$ cat src/rtl/minmax_window_reader_pkg.sv
// Shared definitions for the min/max tracker family: pipeline latency,
// reader FSM states and the result sequence-number width.
package minmax_pkg;

  localparam int unsigned seq_w = 16;

  typedef enum logic [0:0] {
    IDLE = 1'b0,
    RUN  = 1'b1
  } state_t;

  // Depth of the tracker reduction tree; a single lane has no tree stage.
  function automatic int unsigned minmax_latency(input int unsigned n);
    if (n <= 32'd1) begin
      return 32'd0;
    end else begin
      return $clog2(n);
    end
  endfunction

endpackage

$ cat src/rtl/minmax_window_reader_if.sv
// Result port of the window reader: one captured min/max pair per window,
// transferred with valid/ready.
interface minmax_window_reader_if #(
  parameter int unsigned dw = 16
);
  import minmax_pkg::*;

  logic              out_valid;
  logic              out_ready;
  logic [dw-1:0]     out_min;
  logic [dw-1:0]     out_max;
  logic [seq_w-1:0]  out_seq;

  modport master (
    output out_valid, out_min, out_max, out_seq,
    input  out_ready
  );

  modport slave (
    input  out_valid, out_min, out_max, out_seq,
    output out_ready
  );
endinterface

$ cat src/rtl/minmax_strobe_delay.sv
// D-stage single-bit delay line with synchronous clear; a plain wire when d = 0.
module minmax_strobe_delay #(
  parameter int unsigned d = 2
) (
  input  logic clk,
  input  logic reset_n,
  input  logic clr,
  input  logic din,
  output logic dout
);

  if (d == 0) begin : g_wire
    assign dout = din;
  end else begin : g_shift
    logic [d-1:0] sr_r;

    // Shift register; several strobes may be in flight when windows are short.
    always_ff @(posedge clk or negedge reset_n) begin
      if (!reset_n) begin
        sr_r <= '0;
      end else if (clr) begin
        sr_r <= '0;
      end else begin
        sr_r[0] <= din;
        for (int i = 1; i < int'(d); i++) begin
          sr_r[i] <= sr_r[i-1];
        end
      end
    end

    assign dout = sr_r[d-1];
  end

endmodule

$ cat src/rtl/minmax_window_reader.sv
// Window controller and result reader for the parallel min/max tracker:
// pulses tracker_reset once per window and captures the result D cycles later.
module minmax_window_reader
  import minmax_pkg::*;
#(
  parameter int unsigned dw = 16,
  parameter int unsigned n  = 4,
  parameter int unsigned cw = 16
) (
  input  logic                  clk,
  input  logic                  reset_n,
  input  logic                  enable,
  input  logic [cw-1:0]         window_len,
  input  logic signed [dw-1:0]  xmin,
  input  logic signed [dw-1:0]  xmax,
  output logic                  tracker_reset,
  output logic                  overrun,
  minmax_window_reader_if.master rd
);

  localparam int unsigned d = minmax_latency(n);

  state_t           state_r;
  state_t           next_s;
  logic [cw-1:0]    cnt_r;
  logic [cw-1:0]    w_s;
  logic             tr_r;
  logic             run_s;
  logic             entry_s;
  logic             strobe_s;
  logic             capture_s;
  logic             xfer_s;
  logic             first_r;
  logic             valid_r;
  logic             overrun_r;
  logic [dw-1:0]    min_r;
  logic [dw-1:0]    max_r;
  logic [seq_w-1:0] seq_r;

  assign w_s       = (window_len == {cw{1'b0}}) ? cw'(1) : window_len;
  assign run_s     = (state_r == RUN) && enable;
  assign entry_s   = (state_r == IDLE) && enable;
  assign xfer_s    = valid_r && rd.out_ready;

  minmax_strobe_delay #(.d(d)) u_delay (
    .clk     (clk),
    .reset_n (reset_n),
    .clr     (!run_s),
    .din     (run_s && tr_r),
    .dout    (strobe_s)
  );

  // Dropping enable discards any strobe emerging on that same edge.
  assign capture_s = strobe_s && run_s;

  // FSM state register.
  always_ff @(posedge clk or negedge reset_n) begin
    if (!reset_n) begin
      state_r <= IDLE;
    end else begin
      state_r <= next_s;
    end
  end

  // FSM next-state logic.
  always_comb begin
    next_s = state_r;
    case (state_r)
      IDLE: begin
        if (enable) next_s = RUN;
        else        next_s = IDLE;
      end
      RUN: begin
        if (!enable) next_s = IDLE;
        else         next_s = RUN;
      end
      default: next_s = IDLE;
    endcase
  end

  // Window down-counter; tr_r is high in the last cycle of each window.
  always_ff @(posedge clk or negedge reset_n) begin
    if (!reset_n) begin
      cnt_r <= '0;
      tr_r  <= 1'b1;
    end else begin
      case (state_r)
        IDLE: begin
          if (enable) begin
            cnt_r <= w_s;
            tr_r  <= (w_s == cw'(1));
          end else begin
            cnt_r <= '0;
            tr_r  <= 1'b1;
          end
        end
        RUN: begin
          if (!enable) begin
            cnt_r <= '0;
            tr_r  <= 1'b1;
          end else if (cnt_r <= cw'(1)) begin
            cnt_r <= w_s;
            tr_r  <= (w_s == cw'(1));
          end else begin
            cnt_r <= cnt_r - cw'(1);
            tr_r  <= (cnt_r == cw'(2));
          end
        end
        default: begin
          cnt_r <= '0;
          tr_r  <= 1'b1;
        end
      endcase
    end
  end

  // Result register, handshake and sequence numbering.
  always_ff @(posedge clk or negedge reset_n) begin
    if (!reset_n) begin
      valid_r   <= 1'b0;
      overrun_r <= 1'b0;
      first_r   <= 1'b1;
      min_r     <= '0;
      max_r     <= '0;
      seq_r     <= '0;
    end else if (capture_s) begin
      valid_r <= 1'b1;
      min_r   <= xmin;
      max_r   <= xmax;
      first_r <= 1'b0;
      if (!first_r) seq_r <= seq_r + seq_w'(1);
      if (valid_r && !rd.out_ready) overrun_r <= 1'b1;
    end else begin
      if (xfer_s) valid_r <= 1'b0;
      if (entry_s) begin
        seq_r     <= '0;
        overrun_r <= 1'b0;
        first_r   <= 1'b1;
      end
    end
  end

  assign tracker_reset = tr_r;
  assign overrun       = overrun_r;
  assign rd.out_valid  = valid_r;
  assign rd.out_min    = min_r;
  assign rd.out_max    = max_r;
  assign rd.out_seq    = seq_r;

endmodule

$ cat src/flat_wrapper.sv
// flat-port wrapper written by rule: the top's interface ports become plain ports
module minmax_window_reader_flat import minmax_pkg::*;
#(
  parameter int unsigned dw = 16,
  parameter int unsigned n  = 4,
  parameter int unsigned cw = 16
)
  (clk, reset_n, enable, window_len, xmin, xmax, tracker_reset, overrun, rd_out_valid, rd_out_min, rd_out_max, rd_out_seq, rd_out_ready);
  minmax_window_reader_if #(.dw(dw)) rd_i ();
  input  logic clk;
  input  logic reset_n;
  input  logic enable;
  input  logic [cw-1:0] window_len;
  input  logic signed [dw-1:0] xmin;
  input  logic signed [dw-1:0] xmax;
  output logic tracker_reset;
  output logic overrun;
  output wire logic [$bits(rd_i.out_valid)-1:0] rd_out_valid;
  output wire logic [$bits(rd_i.out_min)-1:0] rd_out_min;
  output wire logic [$bits(rd_i.out_max)-1:0] rd_out_max;
  output wire logic [$bits(rd_i.out_seq)-1:0] rd_out_seq;
  input wire logic [$bits(rd_i.out_ready)-1:0] rd_out_ready;
  assign rd_out_valid = rd_i.out_valid;
  assign rd_out_min = rd_i.out_min;
  assign rd_out_max = rd_i.out_max;
  assign rd_out_seq = rd_i.out_seq;
  assign rd_i.out_ready = rd_out_ready;
  minmax_window_reader #(.dw(dw), .n(n), .cw(cw)) u_core (.clk(clk), .reset_n(reset_n), .enable(enable), .window_len(window_len), .xmin(xmin), .xmax(xmax), .tracker_reset(tracker_reset), .overrun(overrun), .rd(rd_i));
endmodule
$ cat config.mk
export PLATFORM = sky130hd
export DESIGN_NAME = minmax_window_reader_flat
export DESIGN_NICKNAME = d
export VERILOG_FILES = /design/src/rtl/minmax_window_reader_pkg.sv /design/src/rtl/minmax_window_reader_if.sv /design/src/rtl/minmax_strobe_delay.sv /design/src/rtl/minmax_window_reader.sv /design/src/flat_wrapper.sv
export SDC_FILE = /design/constraint.sdc
export NUM_CORES = 1
export LEC_CHECK = 0
export CORE_MARGIN = 5
export CORE_UTILIZATION = 50
export CTS_CLUSTER_SIZE = 40
export DETAILED_ROUTE_END_ITERATION = 16
export PLACE_DENSITY = 0.86
export SYNTH_ARGS = -nofsm -noshare
export SYNTH_HDL_FRONTEND = slang
export SYNTH_SLANG_ARGS = --single-unit
export TNS_END_PERCENT = 50
$ cat constraint.sdc
create_clock -name clk -period 2.85 [get_ports clk]
set_input_delay 0.4275 -clock clk [delete_from_list [all_inputs] [get_ports clk]]
set_output_delay 0.4275 -clock clk [all_outputs]
set_load 0.01 [all_outputs]
# Word-level counts from Yosys, hierarchy flattened

Index checks and enable logic that the tools add are counted.

Register bits after elaboration: 71
Bits in latches: 0
RAM bits: 0
Bits in read-only memories: 0
Input port bits: 52
Output and inout port bits: 51
Logic and storage cells: 51
Memories kept: 0

$add $sub $neg: 2
$mul: 0
Divide/modulo/power cells: 0
Order comparisons: 1
Equality and inequality tests: 4
Shifts and indexed selects: 0
Multiplexer cells: 21
Bitwise operators: 1
Reduce and logical (&&, ||, !) cells: 12

Operator list:

| operator              | count |
|---|---|
| $mux 16               | 7 |
| $pmux 16 s2           | 1 |
| $add 16x1->16 const B | 1 |
| $eq 16x1->1 const B   | 1 |
| $eq 16x2->1 const B   | 1 |
| $le 16x1->1 const B   | 1 |
| $logic_not 16->1      | 1 |
| $sub 16x1->16 const B | 1 |
| $mux 1                | 11 |
| $logic_and 1x1->1     | 6 |
| $ne 2x2->1 const B    | 2 |
| $reduce_and 2->1      | 2 |
| $reduce_bool 2->1     | 2 |
| $mux 2                | 1 |
| $pmux 1 s2            | 1 |
| $logic_not 1->1       | 1 |
| $not 1->1             | 1 |

# Depth between registers and ports, before layout

Gate-level depths: netlist (run 1).

Depth in word-level cells: 6
Mapped depth: 7

# Cells and area by module

From an unflattened synthesis (run 1), not the netlist that was laid out.

Cells, all modules: 302
Area, all modules: 3448.3 µm²

Modules (own cells, without submodules):

| module               | instances | cells each | area each (µm²) | seq. area each (µm²) |
|---|---|---|---|---|
| minmax_window_reader | 1         | 298        | 3385.7          | 1729.2 |
| minmax_strobe_delay  | 1         | 4          | 62.6            | 50.0 |

# Worst setup path before layout (run 1)

Ideal clock, no wire load.

Kind: flip-flop to flip-flop
Start point: register u_core.cnt_r[0]
End point: register u_core.cnt_r[12]
Arrival time: 1.771 ns
Required time: 2.773 ns
Slack: 1.001 ns
Cell stages (with the launch flop): 8
Period minus slack after synthesis: 1.849 ns
Cell sequence: dfrtp_1 -> inv_1 -> ha_1 -> nor3b_1 -> nand2_1 -> or3_1 -> xor2_1 -> a21oi_1

Cells in the longest elaborated chain, start to end: 4

Ends and longest elaborated chain:

| what                                         | RTL line                                                 | RTL |
|---|---|---|
| start: declaration                           | minmax_window_reader.sv:25                               | `logic [cw-1:0] cnt_r;` |
| start signal: assignment                     | minmax_window_reader.sv:90                               | `cnt_r <= w_s;` |
| start signal: assignment                     | minmax_window_reader.sv:102                              | `cnt_r <= w_s;` |
| start signal: assignment                     | minmax_window_reader.sv:105                              | `cnt_r <= cnt_r - cw'(1);` |
| $sub 16x1->16 or $le 16x1->1 (tied branches) | minmax_window_reader.sv:105, minmax_window_reader.sv:101 |  |
| $mux 16 *                                    | minmax_window_reader.sv:101                              | `end else if (cnt_r <= cw'(1)) begin` |
| $mux 16 *                                    | minmax_window_reader.sv:98                               | `if (!enable) begin` |
| $pmux 16 s2 *                                | minmax_window_reader.sv:87                               | `case (state_r)` |

Every way passes the cells marked *; elsewhere a longest branch is shown, timed or not.
A chain may end at the register's enable or synchronous reset.

# Worst setup path in the final report (run 1)

Start point: register u_core.cnt_r[6]
End point: register u_core.cnt_r[0]

Cells in the longest elaborated chain, start to end: 4

Ends and longest elaborated chain:

| what        | RTL line |
|---|---|
| $le 16x1->1 | minmax_window_reader.sv:101 |
| $mux 16     | minmax_window_reader.sv:101 |
| $mux 16     | minmax_window_reader.sv:98 |
| $pmux 16 s2 | minmax_window_reader.sv:87 |

Every way passes these cells.

==> flow_metrics.py, run 1 <==
metrics = {
    "outcome": {
        "status": "finished, final reports clean",
    },
    "power": {
        "switchingPower_uw": 631,
        "peakVddDrop_uv": 388,
        "clockPowerShare": 0.351,
        "total_leakage_power_nw": 1.96,
        "p_comb_frac": 0.192,
        "sw_frac_of_total": 0.249,
        "seqPwrFrac": 0.457,
        "cellPowerDensity_nw_per_um2": 560,
        "power.internal_mw": 1.90,
        "power_mw": 2.53,
    },
    "global_route": {
        "grt_max_degree": 67,
        "grt_usage": 0.186,
        "antenna_found_initial": 0,
        "first_global_vias": 2544,
        "grt_pass1_wl_um": 11400,
        "grt_overflow_total": 0,
    },
    "synthesis": {
        "synth_seq_cells": 71,
        "synth_fp_nets": 321,
        "yosys.area.top_type": "dfrtp_1",
        "async_flop_share": 1.00,
        "synthMostInstantiatedCell": "dfrtp_1",
        "yosysTopAreaCellShare": 0.545,
        "ys.flop_type": "dfrtp_1",
        "synth_edf_count": 0,
        "seq_area_frac_synth": 0.561,
        "yosys.cell_types.count": 40,
        "synthCells": 265,
        "yosys_warnings": 0,
        "syn_avg_cell_area_um2": 12.0,
        "syn_area_um2": 3170,
        "synth_area_leaders": "dfrtp_1 (54%), mux2_2 (11%), o2bb2ai_1 (3.6%)",
        "synth_commonest_cells": "dfrtp_1 (69), mux2_2 (32), nand2_1 (16)",
    },
    "final_layout": {
        "fin_util": 0.723,
        "syn_to_final_growth_pct": 42.4,
        "drive_gt1_frac": 0.161,
        "antennaDiodeCount": 0,
        "design_area_um2": 4510,
        "layout.cells.non_filler": 456,
        "nets": 430,
    },
    "placement": {
        "dpl-instance-area_um2": 4280,
        "dpl.cell_count": 439,
        "gp_congestion": 0.840,
        "hpwl_um": 5370,
        "io_buffers": 102,
        "dp_slack_ns": 0.578,
    },
    "cts": {
        "cts_sinks": 71,
        "holdBufCountCts": 1,
        "h-tree-depth": 3,
        "clk_pin_slew_worst_paths_ns": 0.07,
        "cts_root_buffer": "clkbuf_8",
        "insertion_delay_ns": 0.34,
        "cts_setup_buffers": 0,
        "cts_resized": 0,
        "numCtsBuffers": 9,
        "cts_tree": "yes",
        "max-clock-path-buffers": 2,
    },
    "critical_path": {
        "cp.required_ns": 3.05,
        "cp-start-kind": "flop",
        "critical_path_peak_fanout": 13,
        "end_kind": "flop",
        "critical_path_class": "flop to flop",
        "cp.arrival_ns": 2.25,
    },
    "run": {
        "maxCapViolCount": 0,
    },
    "timing": {
        "period_share": 0.718,
        "hold_viol": 0,
        "rsz0062_at_grt": "false",
        "finalClockSkew_ns": 0.00784,
        "maxSlewHeadroom": 0.603,
        "finalSetupTns_ns": 0,
        "holdWs_ns": 0.444,
        "max_freq_ghz": 0.489,
        "maxSlewViolCount": 0,
        "worst_pin_slew_ns": 0.590,
        "period_needed_ns": 2.05,
        "setup_viol": 0,
        "setup_slack_ns": 0.804,
    },
    "die": {
        "die_w_um": 89.6,
        "core-area_um2": 6240,
        "fp.dieH_um": 89.6,
        "pin_count": 103,
        "die_area_um2": 8030,
        "start_util": 0.508,
        "rows": 29,
    },
    "drt": {
        "drt_iter0_markers": 70,
        "drt_pass1_iterations": 4,
        "vias_per_cell": 5.47,
        "wl_um": 7260,
        "vias": 2495,
        "wl_per_cell_um": 15.9,
        "drc": 0,
        "final_antenna_net_count": 0,
    },
    "min_path": {
        "hold_path.class": "input port to asynchronous set/reset pin",
    },
}
==> path summary, 6_finish.rpt <==
path / from / endpoint / slack (ns) / cells past startpoint
setup reg to reg: u_core.cnt_r[6] / u_core.cnt_r[0] / 0.80 / 5
max in group asynchronous: reset_n / u_core.tracker_reset / 1.79 / 3
setup / recovery: u_core.cnt_r[6] / u_core.cnt_r[0] / 0.80 / 5
hold / removal: reset_n / u_core.rd.out_seq[15] / 0.44 / 2
hold reg to reg: u_core.overrun / u_core.overrun / 0.48 / 2
min in group clk: u_core.overrun / u_core.overrun / 0.48 / 2
==> final cells by class <==
class	count	area [um^2]
inverters	3	11.3
well taps	77	96.3
flip-flops and latches	71	1780
repair buffers	108	1080
clock inverters	5	81.3
clock buffers	11	141
fillers	439	1730
multi-input cells	181	1330
==> logic make-up (layout without fill, tap and decap cells) <==
group,count (synthesis),in the layout,share of synthesized area
fa+ha+maj,4,4,0.0158
mux,33,33,0.117
compound gates,36,36,0.0794
buf+inv,13,127,0.0193
simple gates,87,87,0.149
xor+xnor,21,21,0.0580
flops,71,71,0.561
==> worst max-delay path: stages, from the launching register on <==
cell,delay [ns]
dfrtp_1,0.42
nor4_1,0.57
o211a_1,0.31
nand2_1,0.07
nand3_1,0.39
o2bb2ai_1,0.15
==> layer usage <==
layer,track usage,share of wire
met1,0.219,0.38
met2,0.311,0.52
met3,0.0429,0.071
met4,0.108,0.030
met5,0,0
==> flip-flops by register name, summed over array words and instances, names as in the netlist, 2 cells and up <==
signal / count
u_core.u_delay.g_shift.sr_r: 2
u_core.cnt_r: 16
u_core.rd.out_max: 16
u_core.rd.out_min: 16
u_core.rd.out_seq: 16
==> power groups by stage <==
| stage | clock network [mW] | logic [mW] | registers [mW] |
|---|---|---|---|
| 6_report | 0.887 | 0.486 | 1.16 |
| 3_3_place_gp | 0 | 0.478 | 1.17 |
| 2_1_floorplan | 0 | 0.206 | 1.19 |
| 4_1_cts | 0.911 | 0.493 | 1.16 |
| 3_5_place_dp | 0 | 0.489 | 1.18 |
| 5_1_grt | 0.954 | 0.528 | 1.17 |
==> cell usage in the layout, fill, tap and decap left out, drive strengths merged, types with 2 or more instances in the layout <==
master,netlist,layout
clkdlybuf4s50,0,101
dfrtp,69,69
mux2,32,32
nand2,16,16
nor2,15,15
nand3,15,15
o2bb2ai,13,13
xor2,12,12
o21ai,12,12
clkbuf,6,11
xnor2,9,9
nor3,9,9
nor4,7,7
buf,4,6
a21oi,5,5
and3,5,5
or3,4,4
nand4,4,4
ha,4,4
inv,3,3
or4,3,3
nand2b,2,2
bufinv,0,2
dfstp,2,2
nor2b,2,2
clkinv,0,2
Power figures use the tool's default switching activity.
==> run 2, diff against run 1 <==
--- a/config.mk
+++ b/config.mk
@@ -6,10 +6,10 @@
 export NUM_CORES = 1
 export LEC_CHECK = 0
 export CORE_MARGIN = 5
-export CORE_UTILIZATION = 50
+export CORE_UTILIZATION = 46
 export CTS_CLUSTER_SIZE = 40
 export DETAILED_ROUTE_END_ITERATION = 16
-export PLACE_DENSITY = 0.86
+export PLACE_DENSITY = 0.8
 export SYNTH_ARGS = -nofsm -noshare
 export SYNTH_HDL_FRONTEND = slang
 export SYNTH_SLANG_ARGS = --single-unit
==> constraint.sdc (replaced) <==
create_clock -name clk -period 2.1 [get_ports clk]
set_input_delay 0.315 -clock clk [delete_from_list [all_inputs] [get_ports clk]]
set_output_delay 0.315 -clock clk [all_outputs]
set_load 0.01 [all_outputs]
==> flow_metrics.py, run 2 (same netlist as run 1, synthesis figures left out) <==
metrics = {
    "drt": {
        "vias": 2481,
        "final_antenna_net_count": 0,
        "drc": 0,
        "wl_per_cell_um": 16.0,
        "wl_um": 7430,
        "drt_pass1_iterations": 4,
        "drt_iter0_markers": 81,
        "vias_per_cell": 5.36,
    },
    "critical_path": {
        "r2r_slack_ns": 0.18,
        "crit_start": "u_core.cnt_r[12]",
        "cp.required_ns": 2.36,
        "critical_path_class": "flop to flop",
        "critPathCapture": "u_core.cnt_r[3]",
        "cp.arrival_ns": 2.18,
        "end_kind": "flop",
        "critical_path_peak_fanout": 13,
        "r2r_start": "u_core.cnt_r[12]",
        "rr_worst_depth": 5,
        "cp-start-kind": "flop",
        "r2r_end": "u_core.cnt_r[3]",
    },
    "cts": {
        "max-clock-path-buffers": 2,
        "insertion_delay_ns": 0.34,
        "numCtsBuffers": 9,
        "clk_pin_slew_worst_paths_ns": 0.07,
        "cts_sinks": 71,
        "cts_tree": "yes",
        "cts_setup_buffers": 0,
        "holdBufCountCts": 0,
        "cts_root_buffer": "clkbuf_8",
        "cts_resized": 0,
        "h-tree-depth": 3,
    },
    "timing": {
        "period_share": 0.916,
        "period_needed_ns": 1.92,
        "holdWs_ns": -0.00421,
        "finalSetupTns_ns": 0,
        "hold_viol": 5,
        "setup_viol": 0,
        "maxSlewHeadroom": 0.662,
        "max_freq_ghz": 0.520,
        "rsz0062_at_grt": "false",
        "finalClockSkew_ns": 0.00696,
        "worst_pin_slew_ns": 0.508,
        "maxSlewViolCount": 0,
    },
    "power": {
        "clockPowerShare": 0.350,
        "total_leakage_power_nw": 1.98,
        "seqPwrFrac": 0.457,
        "peakVddDrop_uv": 367,
        "p_comb_frac": 0.193,
        "cellPowerDensity_nw_per_um2": 755,
        "switchingPower_uw": 857,
        "power.internal_mw": 2.58,
        "sw_frac_of_total": 0.250,
        "power_mw": 3.43,
    },
    "final_layout": {
        "nets": 434,
        "syn_to_final_growth_pct": 43.4,
        "drive_gt1_frac": 0.172,
        "design_area_um2": 4550,
        "layout.cells.non_filler": 463,
        "fin_util": 0.673,
        "final_common_cell": "clkdlybuf4s50_1",
        "antennaDiodeCount": 0,
        "layout_common_cells": "clkdlybuf4s50_1 (101), dfrtp_1 (69), mux2_2 (32), nand2_1 (16)",
    },
    "global_route": {
        "grt_max_degree": 42,
        "grt_usage": 0.180,
        "grt_pass1_wl_um": 12400,
        "grt_overflow_total": 0,
        "first_global_vias": 2583,
        "antenna_found_initial": 0,
    },
    "run": {
        "maxCapViolCount": 0,
    },
    "die": {
        "die_area_um2": 8650,
        "start_util": 0.469,
        "pin_count": 103,
        "die_w_um": 93.0,
        "fp.dieH_um": 93.0,
        "rows": 30,
        "core-area_um2": 6760,
    },
    "placement": {
        "gp_congestion": 0.804,
        "hpwl_um": 5640,
        "dpl.cell_count": 447,
        "io_buffers": 102,
        "dpl-instance-area_um2": 4320,
    },
    "min_path": {
        "hold_path.class": "input port to asynchronous set/reset pin",
    },
    "outcome": {
        "status": "finished, violations left",
        "violations": "negative hold slack",
    },
}
==> run 2: worst min-delay path by stage <==
stage               startpoint                    end  slack [ns]  cells after the start
finish                 reset_n  u_core.rd.out_seq[15]      -0.004                      2
global route           reset_n  u_core.rd.out_seq[15]        0.03                      2
CTS                    reset_n  u_core.rd.out_seq[15]       0.003                      2
detailed placement     reset_n  u_core.rd.out_seq[15]        0.37                      2
global placement       reset_n  u_core.rd.out_seq[15]        0.36                      2
floorplan              reset_n        u_core.cnt_r[0]        0.02                      0
==> run 2: power by group through the flow <==
stage	registers (mW)	logic [mW]	clock network (mW)
floorplan	1.62	0.279	0
global placement	1.58	0.656	0
detailed placement	1.60	0.669	0
CTS	1.57	0.673	1.23
global route	1.59	0.724	1.29
finish	1.57	0.663	1.20
==> run 2: layout make-up <==
| cell class | instances | area (um^2) |
|---|---|---|
| Fill cell | 512 | 2210 |
| Sequential cell | 71 | 1780 |
| Multi-Input combinational cell | 181 | 1330 |
| Timing Repair Buffer | 112 | 1100 |
| Clock buffer | 11 | 141 |
| Tap cell | 80 | 100 |
| Clock inverter | 5 | 81.3 |
| Inverter | 3 | 11.3 |
==> run 2: routing by layer <==
layer / GRT usage / wire, um / vias to the layer above
met3: 0.0475 / 410 / 18
met4: 0.0830 / 217 / 0
met5: 0 / 0 / -
met2: 0.301 / 3790 / 76
met1: 0.218 / 3000 / 1210
li1: - / - / 1177
==> run 2: worst max-delay path: stages, from the launching register on <==
cell and delay (ns):
dfrtp_1 0.42, or4_4 0.58, nor3_4 0.21, a21boi_2 0.14
nor2b_4 0.33, o2bb2ai_1 0.16
==> run 2: stage by stage <==
| step | hold slack [ns] | setup slack, ns |
|---|---|---|
| 6_report | -0.00421 | 0.175 |
| 5_1_grt | 0.0269 | 0.0152 |
| 4_1_cts | 0.00292 | 0.171 |
| 3_5_place_dp | 0.369 | 0.0869 |
| 3_3_place_gp | 0.358 | 0.144 |
| 2_1_floorplan | 0.0194 | 0.251 |
